File: config.mk
export PLATFORM = sky130hd
export DESIGN_NAME = pipeline_ctrl
export DESIGN_NICKNAME = d
export VERILOG_FILES = /design/src/rtl/pipeline_ctrl.sv
export SDC_FILE = /design/constraint.sdc
export NUM_CORES = 1
export LEC_CHECK = 0
export BUFFER_PORTS_ARGS = -buffer_cell sky130_fd_sc_hd__clkbuf_2
export CORE_MARGIN = 2
export CORE_UTILIZATION = 48
export CTS_CLUSTER_DIAMETER = 100
export CTS_CLUSTER_SIZE = 24
export DETAILED_ROUTE_END_ITERATION = 7
export PLACE_DENSITY_LB_ADDON = 0.12
export SYNTH_ARGS = -nofsm -noshare
export SYNTH_HDL_FRONTEND = slang
export SYNTH_SLANG_ARGS = --single-unit
export TNS_END_PERCENT = 10
File: constraint.sdc
create_clock -name clk -period 2.4 [get_ports clk]
set_clock_uncertainty 0.15 [all_clocks]
set_input_delay 0.12 -clock clk [delete_from_list [all_inputs] [get_ports clk]]
set_output_delay 0.12 -clock clk [all_outputs]
set_load 0.005 [all_outputs]
File: src/rtl/pipeline_ctrl.sv
// Central sequencer for the 5-stage pipeline.
// Turns hazard and decode status into per-stage enables and flushes:
// load-use stalls, taken-redirect flushes, data-memory freezes and the
// halt drain. It also keeps saturating performance counters.
// All stage controls are combinational from the current state and inputs.
module pipeline_ctrl #(
    parameter int DRAIN_CYCLES = 3,
    parameter int CNT_W        = 32
) (
    input  logic             clk,
    input  logic             reset,
    input  logic [4:0]       id_rs1,
    input  logic [4:0]       id_rs2,
    input  logic             id_uses_rs1,
    input  logic             id_uses_rs2,
    input  logic             id_halt,
    input  logic [4:0]       ex_rd,
    input  logic             ex_mem_read,
    input  logic             ex_taken,
    input  logic             mem_access,
    input  logic             dmem_ready,
    output logic             pc_en,
    output logic             if_id_en,
    output logic             if_id_flush,
    output logic             id_ex_en,
    output logic             id_ex_flush,
    output logic             ex_mem_en,
    output logic             mem_wb_en,
    output logic             halted,
    output logic [CNT_W-1:0] perf_cycles,
    output logic [CNT_W-1:0] perf_stalls,
    output logic [CNT_W-1:0] perf_flushes
);

    typedef enum logic [1:0] {
        RUN    = 2'd0,
        DRAIN  = 2'd1,
        HALTED = 2'd2
    } state_t;

    localparam logic [3:0] DRAIN_INIT = 4'(DRAIN_CYCLES);

    state_t           state_q, state_d;
    logic [3:0]       drain_q, drain_d;
    logic [CNT_W-1:0] cycles_q, stalls_q, flushes_q;
    logic             cyc_inc, stall_inc, flush_inc;
    logic             mstall, lu;

    // Counters stick at all-ones instead of wrapping.
    function automatic logic [CNT_W-1:0] sat_inc(input logic [CNT_W-1:0] v,
                                                 input logic inc);
        if (inc && (v != '1)) return v + CNT_W'(1);
        return v;
    endfunction

    assign mstall = mem_access & ~dmem_ready;
    assign lu     = ex_mem_read & (ex_rd != 5'd0) &
                    ((id_uses_rs1 & (id_rs1 == ex_rd)) |
                     (id_uses_rs2 & (id_rs2 == ex_rd)));

    // Next-state, stage controls and counter increments; reset forces controls low.
    always_comb begin
        state_d     = state_q;
        drain_d     = drain_q;
        pc_en       = 1'b0;
        if_id_en    = 1'b0;
        if_id_flush = 1'b0;
        id_ex_en    = 1'b0;
        id_ex_flush = 1'b0;
        ex_mem_en   = 1'b0;
        mem_wb_en   = 1'b0;
        halted      = 1'b0;
        cyc_inc     = 1'b0;
        stall_inc   = 1'b0;
        flush_inc   = 1'b0;
        case (state_q)
            RUN: begin
                cyc_inc   = 1'b1;
                stall_inc = mstall | lu;
                if (mstall) begin
                    // freeze: everything held, hazards re-evaluated next cycle
                end else if (ex_taken) begin
                    {pc_en, if_id_en, id_ex_en, ex_mem_en, mem_wb_en} = '1;
                    if_id_flush = 1'b1;
                    id_ex_flush = 1'b1;
                    flush_inc   = 1'b1;
                end else if (lu) begin
                    {id_ex_en, ex_mem_en, mem_wb_en} = '1;
                    id_ex_flush = 1'b1;
                end else if (id_halt) begin
                    {if_id_en, id_ex_en, ex_mem_en, mem_wb_en} = '1;
                    if_id_flush = 1'b1;
                    id_ex_flush = 1'b1;
                    state_d     = DRAIN;
                    drain_d     = DRAIN_INIT;
                end else begin
                    {pc_en, if_id_en, id_ex_en, ex_mem_en, mem_wb_en} = '1;
                end
            end
            DRAIN: begin
                cyc_inc     = 1'b1;
                stall_inc   = mstall;
                if_id_flush = 1'b1;
                id_ex_flush = 1'b1;
                {if_id_en, id_ex_en, ex_mem_en, mem_wb_en} = {4{~mstall}};
                if (!mstall) begin
                    drain_d = drain_q - 4'd1;
                    if (drain_q == 4'd1) state_d = HALTED;
                end
            end
            HALTED: begin
                halted = 1'b1;
            end
            default: begin
                state_d = RUN;
            end
        endcase
        if (!reset) begin
            {pc_en, if_id_en, if_id_flush, id_ex_en, id_ex_flush, ex_mem_en, mem_wb_en} = '0;
            halted = 1'b0;
        end
    end

    // State, drain countdown and saturating performance counters.
    always_ff @(posedge clk or negedge reset) begin
        if (!reset) begin
            state_q   <= RUN;
            drain_q   <= 4'd0;
            cycles_q  <= '0;
            stalls_q  <= '0;
            flushes_q <= '0;
        end else begin
            state_q   <= state_d;
            drain_q   <= drain_d;
            cycles_q  <= sat_inc(cycles_q, cyc_inc);
            stalls_q  <= sat_inc(stalls_q, stall_inc);
            flushes_q <= sat_inc(flushes_q, flush_inc);
        end
    end

    assign perf_cycles  = cycles_q;
    assign perf_stalls  = stalls_q;
    assign perf_flushes = flushes_q;

endmodule

==> metrics.cfg, run 1 <==
[timing]
timing.final.hold_violations = 0
hold_ws_ns = 0.0562
clock.fmax_mhz = 432
setup_viol = 0
tightestPinTransition_ns = 0.845
setup_slack_ns = 0.0872
slew_viol_final = 0
slew_headroom_pct = 43.1
period_needed_ns = 2.31
fin_setup_tns_ns = 0
period_share_pct = 96.4

[logic_synthesis]
ys_ff_latch = 102
seq_area_frac_synth_pct = 50.4
syn_avg_cell_area_sq_um = 10.2
synthCells = 499
ys_types = 51
yosysWarnings = 0
ys.flop_type = dfrtp_1
async_reset_ff_share_pct = 100
syn_area_sq_um = 5060
synth-edff-count = 0
syn_nets = 528

[setup_path]
endpoint = perf_stalls[19]$_DFFE_PN0P_
critPathRequiredTime_ns = 2.49
regToRegSetupSlack_ns = 0.09
cp-end-kind = register
crit-reg2reg-launch = perf_stalls[0]$_DFFE_PN0P_
critical_path.startpoint = perf_stalls[0]$_DFFE_PN0P_
arrival_ns = 2.41
reg2reg_depth = 8
r2r-end = perf_stalls[19]$_DFFE_PN0P_
startpoint_type = register
path_class = reg2reg
crit_fanout = 16

[power_and_ir_drop]
swShare_pct = 31.8
totalPowerFinal_mw = 4.23
power_frac_seq_pct = 50.2
power_density_nw_per_um2 = 678
max-vdd-ir-drop_uv = 394
switchingPower_mw = 1.34
p_clk_share_pct = 24.9
pwr-share-comb_pct = 24.9
internal_power_mw = 2.88
leakagePower_nw = 3.14

[job]
cap_violations = 0

[cts]
cts_buffers = 9
cts_max_level = 3
clock-sinks = 102
clkLatencyLatePin_ns = 0.37
cts_setup_buffers = 0
cts_tree = built
cts_root_buffer = clkbuf_8
path_clk_slew_ns = 0.09
clockBufferDepth = 2

[place]
place.gp.congestion = 0.858
pre_cts_slack_ns = 0.102
place_area_sq_um = 6030
portBuffers = 127
dp_cells = 778
hpwl_um = 8450

[die]
die_h_um = 107
die_area_sq_um = 11400
fp-row-count = 37
core_sq_um = 10300
die_x_um = 107
io_pins = 128
start_util_pct = 49.3

[finish]
area_growth_pct = 23.2
drive_above_1_share_pct = 26.8
final_common_cell = clkbuf_2
layout_common_cells = clkbuf_2 (126), dfrtp_1 (102), xnor2_1 (57)
diodes = 0
fin_cells = 796
utilization_pct = 60.7
fin_area_sq_um = 6240
fillers = 918
fin_nets = 684

[detailed_routing]
viasPerCell = 5.16
detail-route-antenna-nets = 0
drt_iter0_markers = 222
drt-total-wl_um = 11300
vias = 4110
routedWlPerCell_um = 14.2
drtPass1Iterations = 4
drc = 0

[worst_hold_path]
hold_class = in2reg

[grt]
antenna_found_initial = 0
grt_max_degree = 81
grt_usage_pct = 20.6
gr-total-overflow = 0
grt_pass1_vias = 3988
grt_pass1_wl_um = 18900

[outcome]
status = complete, no violations

## metal layers
layer | GRT usage (%) | vias up | routed length, um
met3 | 4.01 | 15 | 712
met4 | 7.98 | 0 | 191
met2 | 31.8 | 118 | 5140
met1 | 28.8 | 1943 | 5290
li1 | - | 2034 | -
met5 | 0 | - | 0
## logic make-up (layout without fill, tap and decap cells)
logic type / Yosys count / in the layout / synth area share (%)
compound gates: 30 / 30 / 4.15
mux: 2 / 2 / 0.445
flops: 102 / 102 / 50.4
fa+ha+maj: 5 / 5 / 1.24
simple gates: 233 / 233 / 23.9
xor+xnor: 100 / 100 / 17.3
buf+inv: 27 / 188 / 2.57
## worst min path at each step
stage	slack (ns)	cells after the start	to	start
6_report	0.06	4	state_q[1]$_DFFE_PN0P_	mem_access
5_1_grt	0.10	4	state_q[1]$_DFFE_PN0P_	mem_access
4_1_cts	0.03	4	state_q[1]$_DFFE_PN0P_	mem_access
2_1_floorplan	-0.33	0	drain_q[0]$_DFFE_PN0P_	reset
3_5_place_dp	-0.09	1	drain_q[0]$_DFFE_PN0P_	reset
3_3_place_gp	-0.09	1	drain_q[0]$_DFFE_PN0P_	reset
## cell type report
class | count | area [sq um] | area share [%]
clock buffers | 13 | 139 | 2.23
repair buffers | 154 | 871 | 14.0
multi-input cells | 370 | 2390 | 38.4
flip-flops and latches | 102 | 2550 | 40.9
clock inverters | 3 | 45.0 | 0.722
well taps | 136 | 170 | 2.73
inverters | 18 | 67.6 | 1.08
## cell usage after synthesis (2+ instances only)
cell	instances	area, sq um
xnor2_1	57	499
nor2b_1	6	37.5
nor4b_1	2	17.5
nor3_2	2	20.0
and2_1	4	25.0
nand3_1	46	230
or3_1	4	25.0
dfrtp_1	102	2550
xor2_1	43	377
inv_1	18	67.6
nor4_1	9	56.3
a21oi_1	7	35.0
nor2_1	39	146
nand2b_1	4	25.0
nor3_1	21	105
clkbuf_1	3	11.3
buf_4	2	15.0
a21boi_0	3	22.5
or2_2	2	12.5
nand2_1	47	176
o21ai_0	7	35.0
and4_1	6	52.6
ha_1	5	62.6
nand4_1	19	119
and3_1	15	93.8
## worst max-delay path, stage by stage (launching register included)
cell and delay [ns]:
dfrtp_1 0.37, ha_2 0.19, nand3_2 0.12, or3_4 0.35
or4_4 0.46, nand3_4 0.20, buf_12 0.16, nor4_1 0.05
xor2_1 0.14
## power by group through the flow
stage | Combinational, mW | Sequential [mW] | Clock, mW
2_1_floorplan | 0.604 | 2.13 | 0
3_3_place_gp | 1.02 | 2.15 | 0
3_5_place_dp | 1.05 | 2.16 | 0
4_1_cts | 1.06 | 2.12 | 1.09
5_1_grt | 1.18 | 2.17 | 1.16
6_report | 1.05 | 2.12 | 1.05
## state kept, by name, summed over array words and instances, names as in the netlist
signal,flops
perf_flushes,32
state_q,2
drain_q,4
perf_cycles,32
perf_stalls,32
## what timing repair did
action                                 CTS  global route
endpoints found under the hold margin  103             0
setup endpoints to repair                0            10
hold buffers                             2             0
gates resized for setup                  0             2
Power figures use the tool's default switching activity.
==> run 2: changes to the inputs <==
--- a/config.mk
+++ b/config.mk
@@ -14,2 +14,3 @@
 export PLACE_DENSITY_LB_ADDON = 0.12
+export SETUP_SLACK_MARGIN = 0.1
 export SYNTH_ARGS = -nofsm -noshare
==> constraint.sdc (replaced) <==
create_clock -name clk -period 2.4 [get_ports clk]
set_clock_uncertainty 0.15 [all_clocks]
set_input_delay 0.24 -clock clk [delete_from_list [all_inputs] [get_ports clk]]
set_output_delay 0.24 -clock clk [all_outputs]
set_load 0.005 [all_outputs]
==> metrics.cfg, run 2 (synthesis results as in run 1) <==
[detailed_routing]
drtPass1Iterations = 4
drt_iter0_markers = 149
vias = 4155
drt-total-wl_um = 11300
drc = 0
detail-route-antenna-nets = 0
routedWlPerCell_um = 14.2
viasPerCell = 5.21

[finish]
diodes = 0
layout_common_cells = clkbuf_2 (126), dfrtp_1 (102), xnor2_1 (57)
drive_above_1_share_pct = 27.5
area_growth_pct = 24.2
utilization_pct = 61.2
final_common_cell = clkbuf_2
fin_nets = 686

[grt]
grt_usage_pct = 21.0
grt_pass1_vias = 4112
grt_pass1_wl_um = 19200
antenna_found_initial = 0
gr-total-overflow = 0
grt_max_degree = 63

[die]
fp-row-count = 37
start_util_pct = 49.3
die_x_um = 107
die_area_sq_um = 11400
core_sq_um = 10300
die_h_um = 107
io_pins = 128

[timing]
timing.final.hold_violations = 0
clock.fmax_mhz = 451
period_share_pct = 92.3
setup_viol = 0
rsz0062_at_grt = yes
slew_viol_final = 0
tightestPinTransition_ns = 0.788
fin_setup_tns_ns = 0
slew_headroom_pct = 46.9
period_needed_ns = 2.22

[setup_path]
cp-end-kind = register
critPathRequiredTime_ns = 2.50
crit_fanout = 8
path_class = reg2reg
startpoint_type = register
arrival_ns = 2.32

[power_and_ir_drop]
p_clk_share_pct = 27.8
pwr-share-comb_pct = 23.7
leakagePower_nw = 3.17
internal_power_mw = 3.05
power_frac_seq_pct = 48.5
switchingPower_mw = 1.36
swShare_pct = 30.9
power_density_nw_per_um2 = 701
max-vdd-ir-drop_uv = 517

[cts]
cts_tree = built
cts_root_buffer = clkbuf_8
path_clk_slew_ns = 0.09
cts_buffers = 9
clock-sinks = 102
cts_max_level = 3
clkLatencyLatePin_ns = 0.38
clockBufferDepth = 2

[place]
hpwl_um = 8610
portBuffers = 127
place.gp.congestion = 0.856

[job]
cap_violations = 0

[worst_hold_path]
hold_class = in2reg

[outcome]
status = complete, no violations

-- run 2: cell types whose count changed in the layout (fill, tap and decap cells not counted), sizes merged --
| cell | change |
|---|---|
| bufinv | +1 |
| buf | +3 |
| clkinvlp | -1 |
| dlygate4sd3 | -1 |
| clkbuf | -1 |
-- run 2: path summary, 6_finish.rpt --
check | from | to | slack (ns) | cells past startpoint
worst max-delay path | perf_stalls[1]$_DFFE_PN0P_ | perf_stalls[27]$_DFFE_PN0P_ | 0.18 | 8
worst min-delay path | id_halt | state_q[0]$_DFFE_PN0P_ | 0.1 | 3
worst max register to register | perf_stalls[1]$_DFFE_PN0P_ | perf_stalls[27]$_DFFE_PN0P_ | 0.18 | 8
worst min register to register | perf_cycles[27]$_DFFE_PN0P_ | perf_cycles[27]$_DFFE_PN0P_ | 0.34 | 1
max in group asynchronous | reset | perf_cycles[6]$_DFFE_PN0P_ | 0.90 | 3
min in group asynchronous | reset | perf_stalls[30]$_DFFE_PN0P_ | 0.15 | 2
-- run 2: power groups by stage --
| stage | clock, mW | combinational, mW | sequential, mW |
|---|---|---|---|
| 6_report | 1.23 | 1.04 | 2.14 |
| 5_1_grt | 1.32 | 1.17 | 2.17 |
| 4_1_cts | 1.26 | 1.03 | 2.14 |
| 3_5_place_dp | 0 | 1.02 | 2.17 |
| 3_3_place_gp | 0 | 1.00 | 2.16 |
| 2_1_floorplan | 0 | 0.604 | 2.13 |
-- run 2: what timing repair did --
item | 4_1_cts | 5_1_grt
hold endpoints to repair | 40 | 0
hold buffers | 1 | 0
endpoints found under the setup margin | 0 | 22
setup buffers | 0 | 3
gates resized for setup | 0 | 2
-- run 2: metrics by stage --
step	setup WS [ns]	total power, mW	cell area (sq um)	hold slack, ns	std cells
floorplan	-0.00222	2.74	5070	-0.206	499
global placement	0.113	3.16	6020	-0.00999	778
detailed placement	0.104	3.20	6020	-0.00773	778
CTS	0.106	4.44	6250	0.0847	794
global route	0.0606	4.65	6290	0.138	797
finish	0.185	4.41	6290	0.0966	797
-- run 2: worst max-delay path: stages, from the launching register on --
cell,delay (ns)
dfrtp_1,0.36
ha_2,0.19
nand3_2,0.11
or3_4,0.35
or4_4,0.46
nand3_4,0.13
buf_12,0.14
nor4_1,0.06
xor2_1,0.14
-- run 2: per-layer routing --
layer	GRT usage (%)	up-vias	share of wire, %
met5	0	-	0
met4	7.88	0	1.7
met3	5.23	12	6.6
met2	33.3	105	45
met1	28.1	1997	46
li1	-	2041	-
-- run 2: layout make-up --
type,count,area [sq um]
clock buffers,12,155
flip-flops and latches,102,2550
repair buffers,156,883
fillers,947,3990
inverters,18,67.6
multi-input cells,370,2390
well taps,136,170
clock inverters,3,67.6
==> run 3: changes to the inputs <==
Settings changed: ABC_AREA set to 1, CORE_UTILIZATION 48 to 51.
==> metrics.cfg, run 3 <==
[power_and_ir_drop]
power_density_nw_per_um2 = 427
internal_power_mw = 2.58
p_clk_share_pct = 44.5
switchingPower_mw = 0.712
leakagePower_nw = 3.97
totalPowerFinal_mw = 3.30
swShare_pct = 21.6
pwr-share-comb_pct = 3.2
power_frac_seq_pct = 52.3
max-vdd-ir-drop_uv = 258

[finish]
utilization_pct = 61.2
drive_above_1_share_pct = 15.3
area_growth_pct = 17.5
fin_cells = 1266
fin_area_sq_um = 7720
layout_common_cells = nand2_1 (366), clkbuf_2 (126), nor2_1 (113)
diodes = 0
final_common_cell = nand2_1
fin_nets = 1120

[timing]
period_share_pct = 93.7
hold_ws_ns = 0.253
setup_viol = 0
timing.final.hold_violations = 0
clock.fmax_mhz = 445
slew_viol_final = 0
fin_setup_tns_ns = 0
setup_slack_ns = 0.152
tightestPinTransition_ns = 0.680
slew_headroom_pct = 54.7
period_needed_ns = 2.25
rsz0062_at_grt = yes

[die]
die_h_um = 118
die_area_sq_um = 13800
fp-row-count = 41
start_util_pct = 52.1
core_sq_um = 12600
io_pins = 128
die_x_um = 118

[grt]
antenna_found_initial = 0
grt_pass1_wl_um = 29000
grt_max_degree = 55
gr-total-overflow = 0
grt_pass1_vias = 6041
grt_usage_pct = 25.3

[setup_path]
arrival_ns = 2.33
critPathRequiredTime_ns = 2.48
startpoint_type = register
regToRegSetupSlack_ns = 0.15
cp-end-kind = register
crit_fanout = 5
path_class = reg2reg

[logic_synthesis]
ys_types = 28
synthTopCellsByArea = dfrtp_1 (39%), nand2_1 (21%), xor2_1 (7.1%), nor2_1 (6.5%), inv_1 (4.7%)
synth-edff-count = 0
ys_ff_latch = 102
syn_nets = 988
synth_commonest_cells = nand2_1 (367), nor2_1 (114), dfrtp_1 (102)
async_reset_ff_share_pct = 100
syn_avg_cell_area_sq_um = 6.85
synth_top_area_share_pct = 38.8
yosysWarnings = 0
seq_area_frac_synth_pct = 38.8
ys.flop_type = dfrtp_1
yosys.area.top_type = dfrtp_1
syn_area_sq_um = 6570
synthCells = 959
yosysMostFrequentCell = nand2_1

[cts]
cts_root_buffer = clkbuf_16
cts_max_level = 3
clock-sinks = 102
clkLatencyLatePin_ns = 0.35
clockBufferDepth = 2
cts_tree = built
cts_setup_buffers = 0
path_clk_slew_ns = 0.07
cts_buffers = 9

[place]
portBuffers = 127
place_area_sq_um = 7410
dp_cells = 1251
hpwl_um = 13000
place.gp.congestion = 0.927
pre_cts_slack_ns = 0.219

[detailed_routing]
vias = 6472
drt_iter0_markers = 392
routedWlPerCell_um = 13.3
detail-route-antenna-nets = 0
drtPass1Iterations = 5
drc = 0
viasPerCell = 5.11
drt-total-wl_um = 16900

[job]
cap_violations = 0

[worst_hold_path]
hold_class = in2reg

[outcome]
status = complete, no violations

==> run 3: routing by layer <==
| layer | share of wire [%] | wire length (um) | vias to the layer above | GRT usage, % |
|---|---|---|---|---|
| met4 | 1.6 | 273 | 0 | 7.98 |
| li1 | - | - | 3273 | - |
| met1 | 48 | 8130 | 2971 | 37.0 |
| met2 | 45 | 7670 | 201 | 39.3 |
| met3 | 4.9 | 827 | 27 | 3.20 |
| met5 | 0 | 0 | - | 0 |
==> run 3: worst max-delay path: stages, from the launching register on <==
cell	delay [ns]
dfrtp_1	0.41
ha_1	0.19
nand3_1	0.12
nor2_1	0.23
nand2_1	0.18
nor2_1	0.24
nand3_1	0.16
nor2_1	0.22
nand2_1	0.10
xnor2_1	0.13
==> run 3: power by group through the flow <==
stage / combinational, mW / clock [mW] / sequential, mW
after global routing: 0.127 / 1.57 / 1.72
after floorplan: 0.0388 / 0 / 1.76
after CTS: 0.110 / 1.49 / 1.72
after detailed placement: 0.109 / 0 / 1.76
after global placement: 0.107 / 0 / 1.76
final: 0.106 / 1.47 / 1.72
==> run 3: timing repair <==
action / in CTS / in global routing
hold endpoints to repair: 102 / 0
hold buffers: 1 / 0
gates resized for setup: 0 / 7
endpoints found under the setup margin: 0 / 48
==> run 3: layout make-up <==
class | instances | area [sq um]
fillers | 1264 | 4900
multi-input cells | 749 | 3570
flip-flops and latches | 102 | 2550
clock inverters | 3 | 46.3
clock buffers | 11 | 243
well taps | 172 | 215
inverters | 85 | 324
repair buffers | 144 | 768
==> run 3: path summary, 6_finish.rpt <==
path | startpoint | endpoint | cells after the start
min in group asynchronous | reset | perf_cycles[9]$_DFFE_PN0P_ | 3
max in group asynchronous | reset | perf_stalls[2]$_DFFE_PN0P_ | 3
worst min-delay path | dmem_ready | state_q[0]$_DFFE_PN0P_ | 6
worst max register to register | perf_flushes[1]$_DFFE_PN0P_ | perf_flushes[24]$_DFFE_PN0P_ | 9
worst max-delay path | perf_flushes[1]$_DFFE_PN0P_ | perf_flushes[24]$_DFFE_PN0P_ | 9
worst min register to register | perf_stalls[31]$_DFFE_PN0P_ | perf_stalls[31]$_DFFE_PN0P_ | 2
==> run 3: cells by family (layout without fill, tap and decap cells) <==
kind of cell | count (synthesis) | count (layout) | synth area share (%)
AND/OR/NAND/NOR | 629 | 629 | 39.9
buffers and inverters | 108 | 243 | 6.97
flip-flops | 102 | 102 | 38.8
XOR/XNOR | 80 | 80 | 10.7
AO/OA/AOI/OAI | 35 | 35 | 2.66
adder cells (fa/ha/maj) | 5 | 5 | 0.952
